**config.mk**
```make
export PLATFORM = sky130hd
export DESIGN_NAME = atomic_mem_arbiter_flat
export DESIGN_NICKNAME = d
export VERILOG_FILES = /design/src/rtl/atomic_mem_arbiter_if.sv /design/src/rtl/atomic_mem_arbiter.sv /design/src/flat_wrapper.sv
export SDC_FILE = /design/constraint.sdc
export NUM_CORES = 1
export LEC_CHECK = 0
export CORE_AREA = 8 8 163 165
export CTS_CLUSTER_SIZE = 24
export DETAILED_ROUTE_END_ITERATION = 6
export DIE_AREA = 0 0 171 173
export PLACE_DENSITY = 0.65
export SYNTH_ARGS = -nofsm -noshare
export SYNTH_HDL_FRONTEND = slang
export SYNTH_SLANG_ARGS = --single-unit
export TNS_END_PERCENT = 100
```
**constraint.sdc**
```tcl
create_clock -name i_clk -period 2.3 [get_ports i_clk]
set_clock_uncertainty 0.05 [all_clocks]
set_input_delay 0.23 -clock i_clk [delete_from_list [all_inputs] [get_ports i_clk]]
set_output_delay 0.23 -clock i_clk [all_outputs]
set_load 0.005 [all_outputs]
```
**src/rtl/atomic_mem_arbiter_if.sv**
```systemverilog
// Signal bundle between two cores' fetch/data ports, the shared RAM and the arbiter.
// The arbiter uses the slave modport; the core/RAM side uses the master modport.
interface atomic_mem_arbiter_if;
    logic [1:0]        iREN;
    logic [1:0][31:0]  iaddr;
    logic [1:0]        dREN;
    logic [1:0]        dWEN;
    logic [1:0]        datomic;
    logic [1:0][31:0]  daddr;
    logic [1:0][31:0]  dstore;
    logic [1:0]        iwait;
    logic [1:0]        dwait;
    logic [1:0][31:0]  iload;
    logic [1:0][31:0]  dload;
    logic              ramREN;
    logic              ramWEN;
    logic [31:0]       ramaddr;
    logic [31:0]       ramstore;
    logic [31:0]       ramload;
    logic [1:0]        ramstate;
    logic              merr;

    modport slave (
        input  iREN, iaddr, dREN, dWEN, datomic, daddr, dstore, ramload, ramstate,
        output iwait, dwait, iload, dload, ramREN, ramWEN, ramaddr, ramstore, merr
    );

    modport master (
        output iREN, iaddr, dREN, dWEN, datomic, daddr, dstore, ramload, ramstate,
        input  iwait, dwait, iload, dload, ramREN, ramWEN, ramaddr, ramstore, merr
    );
endinterface

```
**src/rtl/atomic_mem_arbiter.sv**
```systemverilog
// Two-core arbiter onto one shared RAM: data beats instruction, round-robin within a class,
// with per-core LL/SC link registers invalidated by any completed write to the same word.
module atomic_mem_arbiter #(
    parameter logic RR_INIT = 1'b0
) (
    input  logic               i_clk,
    input  logic               i_rst,
    atomic_mem_arbiter_if.slave io_bus
);
    localparam logic [1:0] RAM_ACCESS = 2'd2;
    localparam logic [1:0] RAM_ERROR  = 2'd3;

    typedef enum logic {IDLE, GRANT} state_t;

    state_t            r_state;
    state_t            w_nextState;
    logic              r_grantCore;
    logic              r_grantData;
    logic              r_rrPtr;
    logic [1:0]        r_linkValid;
    logic [1:0][29:0]  r_linkAddr;

    logic [1:0]        w_dReq;
    logic [1:0]        w_classReq;
    logic              w_pickCore;
    logic              w_pickData;
    logic [29:0]       w_grantWord;
    logic              w_isSc;
    logic              w_linkHit;
    logic              w_scFail;
    logic              w_ramEnd;
    logic              w_ramErr;
    logic              w_done;
    logic              w_linkSet;
    logic              w_writeDone;

    logic [1:0]        w_iwait;
    logic [1:0]        w_dwait;
    logic [1:0][31:0]  w_iload;
    logic [1:0][31:0]  w_dload;
    logic              w_ramREN;
    logic              w_ramWEN;
    logic [31:0]       w_ramaddr;
    logic [31:0]       w_ramstore;
    logic              w_merr;

    // Data requests shadow instruction requests entirely; the pointer only breaks ties within a class.
    assign w_dReq      = io_bus.dREN | io_bus.dWEN;
    assign w_pickData  = |w_dReq;
    assign w_classReq  = w_pickData ? w_dReq : io_bus.iREN;
    assign w_pickCore  = (w_classReq == 2'b11) ? r_rrPtr : w_classReq[1];

    assign w_grantWord = io_bus.daddr[r_grantCore][31:2];
    assign w_isSc      = io_bus.dWEN[r_grantCore] & io_bus.datomic[r_grantCore];
    assign w_linkHit   = r_linkValid[r_grantCore] && (r_linkAddr[r_grantCore] == w_grantWord);
    assign w_scFail    = w_isSc & ~w_linkHit;
    assign w_ramErr    = (io_bus.ramstate == RAM_ERROR);
    assign w_ramEnd    = (io_bus.ramstate == RAM_ACCESS) | w_ramErr;

    always_comb begin
        w_nextState = r_state;
        w_iwait     = io_bus.iREN;
        w_dwait     = w_dReq;
        w_iload     = '0;
        w_dload     = '0;
        w_ramREN    = 1'b0;
        w_ramWEN    = 1'b0;
        w_ramaddr   = '0;
        w_ramstore  = '0;
        w_merr      = 1'b0;
        w_done      = 1'b0;
        w_linkSet   = 1'b0;
        w_writeDone = 1'b0;
        if (i_rst) begin
            w_nextState = IDLE;
        end else begin
            case (r_state)
                IDLE: begin
                    if (|w_classReq) w_nextState = GRANT;
                end
                GRANT: begin
                    if (r_grantData) begin
                        // A failing SC never reaches the RAM and retires immediately.
                        if (w_scFail) begin
                            w_done                = 1'b1;
                            w_dwait[r_grantCore]  = 1'b0;
                        end else begin
                            w_ramREN   = io_bus.dREN[r_grantCore];
                            w_ramWEN   = io_bus.dWEN[r_grantCore];
                            w_ramaddr  = io_bus.daddr[r_grantCore];
                            w_ramstore = io_bus.dstore[r_grantCore];
                            if (w_ramEnd) begin
                                w_done               = 1'b1;
                                w_dwait[r_grantCore] = 1'b0;
                                if (w_ramErr) begin
                                    w_merr = 1'b1;
                                end else begin
                                    w_dload[r_grantCore] = w_isSc ? 32'd1 : io_bus.ramload;
                                    w_writeDone          = io_bus.dWEN[r_grantCore];
                                    w_linkSet            = io_bus.dREN[r_grantCore] & io_bus.datomic[r_grantCore];
                                end
                            end
                        end
                    end else begin
                        w_ramREN  = 1'b1;
                        w_ramaddr = io_bus.iaddr[r_grantCore];
                        if (w_ramEnd) begin
                            w_done               = 1'b1;
                            w_iwait[r_grantCore] = 1'b0;
                            if (w_ramErr) w_merr = 1'b1;
                            else          w_iload[r_grantCore] = io_bus.ramload;
                        end
                    end
                    if (w_done) w_nextState = IDLE;
                end
                default: w_nextState = IDLE;
            endcase
        end
    end

    always_ff @(posedge i_clk) begin
        if (i_rst) r_state <= IDLE;
        else       r_state <= w_nextState;
    end

    always_ff @(posedge i_clk) begin
        if (i_rst) begin
            r_grantCore <= 1'b0;
            r_grantData <= 1'b0;
            r_rrPtr     <= RR_INIT;
        end else begin
            if (r_state == IDLE && (|w_classReq)) begin
                r_grantCore <= w_pickCore;
                r_grantData <= w_pickData;
            end
            if (w_done) r_rrPtr <= ~r_rrPtr;
        end
    end

    // Any completed write kills every link on that word, the writer's own included.
    always_ff @(posedge i_clk) begin
        if (i_rst) begin
            r_linkValid <= '0;
            r_linkAddr  <= '0;
        end else if (w_linkSet) begin
            r_linkValid[r_grantCore] <= 1'b1;
            r_linkAddr[r_grantCore]  <= w_grantWord;
        end else if (w_writeDone) begin
            for (int c = 0; c < 2; c++) begin
                if (r_linkAddr[c] == w_grantWord) r_linkValid[c] <= 1'b0;
            end
        end
    end

    assign io_bus.iwait    = w_iwait;
    assign io_bus.dwait    = w_dwait;
    assign io_bus.iload    = w_iload;
    assign io_bus.dload    = w_dload;
    assign io_bus.ramREN   = w_ramREN;
    assign io_bus.ramWEN   = w_ramWEN;
    assign io_bus.ramaddr  = w_ramaddr;
    assign io_bus.ramstore = w_ramstore;
    assign io_bus.merr     = w_merr;
endmodule
```
**src/flat_wrapper.sv**
```systemverilog
// flat-port wrapper written by rule: the top's interface ports become plain ports
module atomic_mem_arbiter_flat 
#(
    parameter logic RR_INIT = 1'b0
)
  (i_clk, i_rst, io_bus_iREN, io_bus_iaddr, io_bus_dREN, io_bus_dWEN, io_bus_datomic, io_bus_daddr, io_bus_dstore, io_bus_ramload, io_bus_ramstate, io_bus_iwait, io_bus_dwait, io_bus_iload, io_bus_dload, io_bus_ramREN, io_bus_ramWEN, io_bus_ramaddr, io_bus_ramstore, io_bus_merr);
  atomic_mem_arbiter_if io_bus_i ();
  input  logic i_clk;
  input  logic i_rst;
  input wire logic [$bits(io_bus_i.iREN)-1:0] io_bus_iREN;
  input wire logic [$bits(io_bus_i.iaddr)-1:0] io_bus_iaddr;
  input wire logic [$bits(io_bus_i.dREN)-1:0] io_bus_dREN;
  input wire logic [$bits(io_bus_i.dWEN)-1:0] io_bus_dWEN;
  input wire logic [$bits(io_bus_i.datomic)-1:0] io_bus_datomic;
  input wire logic [$bits(io_bus_i.daddr)-1:0] io_bus_daddr;
  input wire logic [$bits(io_bus_i.dstore)-1:0] io_bus_dstore;
  input wire logic [$bits(io_bus_i.ramload)-1:0] io_bus_ramload;
  input wire logic [$bits(io_bus_i.ramstate)-1:0] io_bus_ramstate;
  output wire logic [$bits(io_bus_i.iwait)-1:0] io_bus_iwait;
  output wire logic [$bits(io_bus_i.dwait)-1:0] io_bus_dwait;
  output wire logic [$bits(io_bus_i.iload)-1:0] io_bus_iload;
  output wire logic [$bits(io_bus_i.dload)-1:0] io_bus_dload;
  output wire logic [$bits(io_bus_i.ramREN)-1:0] io_bus_ramREN;
  output wire logic [$bits(io_bus_i.ramWEN)-1:0] io_bus_ramWEN;
  output wire logic [$bits(io_bus_i.ramaddr)-1:0] io_bus_ramaddr;
  output wire logic [$bits(io_bus_i.ramstore)-1:0] io_bus_ramstore;
  output wire logic [$bits(io_bus_i.merr)-1:0] io_bus_merr;
  assign io_bus_i.iREN = io_bus_iREN;
  assign io_bus_i.iaddr = io_bus_iaddr;
  assign io_bus_i.dREN = io_bus_dREN;
  assign io_bus_i.dWEN = io_bus_dWEN;
  assign io_bus_i.datomic = io_bus_datomic;
  assign io_bus_i.daddr = io_bus_daddr;
  assign io_bus_i.dstore = io_bus_dstore;
  assign io_bus_i.ramload = io_bus_ramload;
  assign io_bus_i.ramstate = io_bus_ramstate;
  assign io_bus_iwait = io_bus_i.iwait;
  assign io_bus_dwait = io_bus_i.dwait;
  assign io_bus_iload = io_bus_i.iload;
  assign io_bus_dload = io_bus_i.dload;
  assign io_bus_ramREN = io_bus_i.ramREN;
  assign io_bus_ramWEN = io_bus_i.ramWEN;
  assign io_bus_ramaddr = io_bus_i.ramaddr;
  assign io_bus_ramstore = io_bus_i.ramstore;
  assign io_bus_merr = io_bus_i.merr;
  atomic_mem_arbiter #(.RR_INIT(RR_INIT)) u_core (.i_clk(i_clk), .i_rst(i_rst), .io_bus(io_bus_i));
endmodule
```
==> results.sh <==
export IMPL_post_synth_top_count_cell="nor2_1"
export IMPL_syn2layout_area_growth_pct=132
export IMPL_syn_area_per_cell_um2=7.40
export IMPL_netlist_instances=909
export IMPL_ys_warnings_count=0
export IMPL_clk_transition_reported_paths_ns=0.06
export IMPL_overflow=0
export IMPL_dpl_hpwl_um=34900
export IMPL_required_ns=2.02
export IMPL_slew_headroom_pct=43.1
export IMPL_path_common_cell="buf_4"
export IMPL_setup_viol=233
export IMPL_yosysUniqueCellTypes=58
export IMPL_clock_sinks=66
export IMPL_cts_hold_buf=0
export IMPL_status="finished, violations left"
export IMPL_tightestPinTransition_ns=0.854
export IMPL_ir_worst_vdd_uv=379
export IMPL_worstPathArrival_ns=3.01
export IMPL_r2r_cells=10
export IMPL_worstPathCellList="clkdlybuf4s50_1 -> xnor2_1 -> o2111a_1 -> a31oi_1 -> a21o_4 -> nor4_4 -> buf_6 -> buf_12 -> o21ai_4 -> buf_4 -> buf_4 -> a211oi_2 -> buf_4"
export IMPL_synth_fp_nets=1145
export IMPL_synth_async_reset_ratio_pct=0
export IMPL_vias_per_cell=5.38
export IMPL_die_x_um=171
export IMPL_drt_first_pass_iters=7
export IMPL_end_kind="output port"
export IMPL_p_leak_nw=6.74
export IMPL_fin_cells=1933
export IMPL_syn_area_mm2=0.00672
export IMPL_rsz0062_at_grt="true"
export IMPL_antenna_found_initial=1
export IMPL_place_gp_congestion=0.923
export IMPL_start_util_pct=28.1
export IMPL_path_class="in2out"
export IMPL_worst_slack_ns=-0.986
export IMPL_cts_buffer_depth=2
export IMPL_htree_levels=3
export IMPL_drive_above_1_share_pct=44.7
export IMPL_synth_top_area_share_pct=19.7
export IMPL_cts_buffers=9
export IMPL_powerDensity_mw_per_mm2=311
export IMPL_crit_fanout=5
export IMPL_fin_crit_ns=3.29
export IMPL_grt_pass1_vias=10500
export IMPL_ant_nets=0
export IMPL_ys_top_cells_by_area="dfxtp_1 20%, mux2i_1 10%, xnor2_1 9.6%"
export IMPL_worstPathBufferInverterCount=6
export IMPL_startpoint_type="input port"
export IMPL_io_buffers=434
export IMPL_grt_pass1_wl_um=68000
export IMPL_wire_per_inst_um=25.1
export IMPL_synth_common_cells="170 x nor2_1, 74 x xnor2_1, 67 x mux2i_1"
export IMPL_path_depth=13
export IMPL_grt_max_degree=55
export IMPL_cts_tree="yes"
export IMPL_critPathMaxStageDelay_ns=0.61
export IMPL_maxCapViolations=0
export IMPL_post_place_cells=1822
export IMPL_wirelength_um=48500
export IMPL_synth_top_area_cell="dfxtp_1"
export IMPL_root_buffer="clkbuf_16"
export IMPL_die_h_um=173
export IMPL_synth_edf_count=0
export IMPL_nets=1839
export IMPL_fin_crit_sh_pct=143
export IMPL_pin_count=435
export IMPL_fmax_ghz=0.304
export IMPL_synth_flop_cell="dfxtp_1"
export IMPL_hold_slack_ns=0.196
export IMPL_synth_seq_area_share_pct=19.7
export IMPL_ys_seq_elements=66
export IMPL_crit_path_top_delay_cell="clkdlybuf4s50_1"
export IMPL_grt_use_total_pct=30.3
export IMPL_drcViolationCount=2
export IMPL_critical_path_top_delay_family="buffers and inverters"
export IMPL_failed_checks="DRC, setup timing"
export IMPL_row_count=57
export IMPL_hp_class="in2reg"
export IMPL_drt_iter0_markers=1075
export IMPL_die_area_mm2=0.0296
export IMPL_clk_latency_ns=0.35
export IMPL_num_vias=10400
export IMPL_drv_slew=0
export IMPL_timing_hold_violations_final=0
export IMPL_core_area_mm2=0.0240
export IMPL_min_path_cells=3
-- through the flow --
step | total power (W) | setup WS, ns | utilization (%) | setup TNS, ns | cell area (µm²)
floorplan | 0.00192 | -0.0768 | - | -3.10 | 6800
global placement | 0.00306 | -1.37 | 54.8 | -166.07 | 13100
detailed placement | 0.00306 | -1.36 | 54.8 | -168.08 | 13100
CTS | 0.00468 | -0.985 | 60.7 | -109.32 | 14500
global route | 0.00497 | -1.02 | 65.0 | -128.95 | 15600
finish | 0.00484 | -0.986 | 65.0 | -120.40 | 15600
-- state kept, by name, indices dropped and copies added (netlist names) --
register / count
u_core.r_grantCore: 1
u_core.r_grantData: 1
u_core.r_linkAddr: 60
u_core.r_linkValid: 2
u_core.r_rrPtr: 1
u_core.r_state: 1
-- worst paths after layout --
| path | startpoint | end | slack, ns |
|---|---|---|---|
| setup / recovery | io_bus_daddr[24] | io_bus_ramaddr[26] | -0.99 |
| hold / removal | io_bus_daddr[42] | u_core.r_linkAddr[38]$_SDFFE_PP0P_ | 0.20 |
| setup reg to reg | u_core.r_linkAddr[21]$_SDFFE_PP0P_ | u_core.r_linkAddr[32]$_SDFFE_PP0P_ | -0.61 |
| hold reg to reg | u_core.r_linkAddr[53]$_SDFFE_PP0P_ | u_core.r_linkAddr[53]$_SDFFE_PP0P_ | 0.43 |
-- layer usage --
layer	part of all wire, %	global-route usage (%)	vias up
met2	49	53.1	662
met5	0	0	-
li1	-	-	4621
met1	37	35.8	4973
met4	3.8	8.23	0
met3	9.5	7.49	145
-- worst min-delay path: stages --
cell,delay [ns]
dlymetal6s2s_1,0.18
nand3_1,0.09
a21oi_1,0.06
-- what timing repair did --
item / CTS / global route
resized for setup: 693 / 270
gates cloned: 15 / 2
setup endpoints to repair: 263 / 262
pin swaps: 113 / 95
buffers inserted: 62 / 23
-- cell usage in the layout, fill, tap and decap left out, types with 15 or more instances in the layout --
cell type / netlist / layout
buf_4: 6 / 228
a211oi_1: 29 / 28
buf_6: 0 / 68
nor2b_1: 36 / 31
clkdlybuf4s50_1: 0 / 239
nand3_1: 62 / 35
nor2_1: 170 / 112
a211oi_2: 19 / 20
dlygate4sd2_1: 0 / 36
xnor2_1: 74 / 61
buf_12: 0 / 26
nor2_2: 2 / 37
nand3_2: 0 / 15
buf_2: 16 / 94
mux2i_1: 67 / 57
dfxtp_1: 66 / 53
a21oi_2: 0 / 24
nand2b_1: 38 / 38
a21oi_1: 63 / 37
xor2_1: 27 / 27
dlymetal6s2s_1: 0 / 41
nor2_4: 0 / 23
o21ai_2: 2 / 33
-- power breakdown --
part	total (W)	switching, W	internal, W
logic	0.00227	0.00106	0.00120
clock network	0.00140	0.000563	0.000837
registers	0.00117	0.0000163	0.00115
total	0.00484	0.00164	0.00319
-- cell families (layout without fill, tap and decap cells) --
group | after synthesis | after routing | share of synthesized area, %
and+or+nand+nor | 367 | 367 | 26.6
AOI/OAI and AO/OA | 205 | 206 | 20.9
muxes | 80 | 80 | 14.0
other | 0 | 1 | 0
buffers and inverters | 90 | 788 | 5.66
xor gates and xnor gates | 101 | 101 | 13.2
DFF | 66 | 66 | 19.7
-- cell type report --
| class | count | area (µm²) |
|---|---|---|
| Clock buffer | 11 | 233 |
| Timing Repair Buffer | 755 | 7180 |
| Multi-Input combinational cell | 754 | 6290 |
| Tap cell | 324 | 405 |
| Clock inverter | 5 | 53.8 |
| Sequential cell | 66 | 1340 |
| Inverter | 17 | 63.8 |
| Fill cell | 1969 | 8390 |
| Antenna cell | 1 | 2.50 |
(Power assumes the default switching activity.)
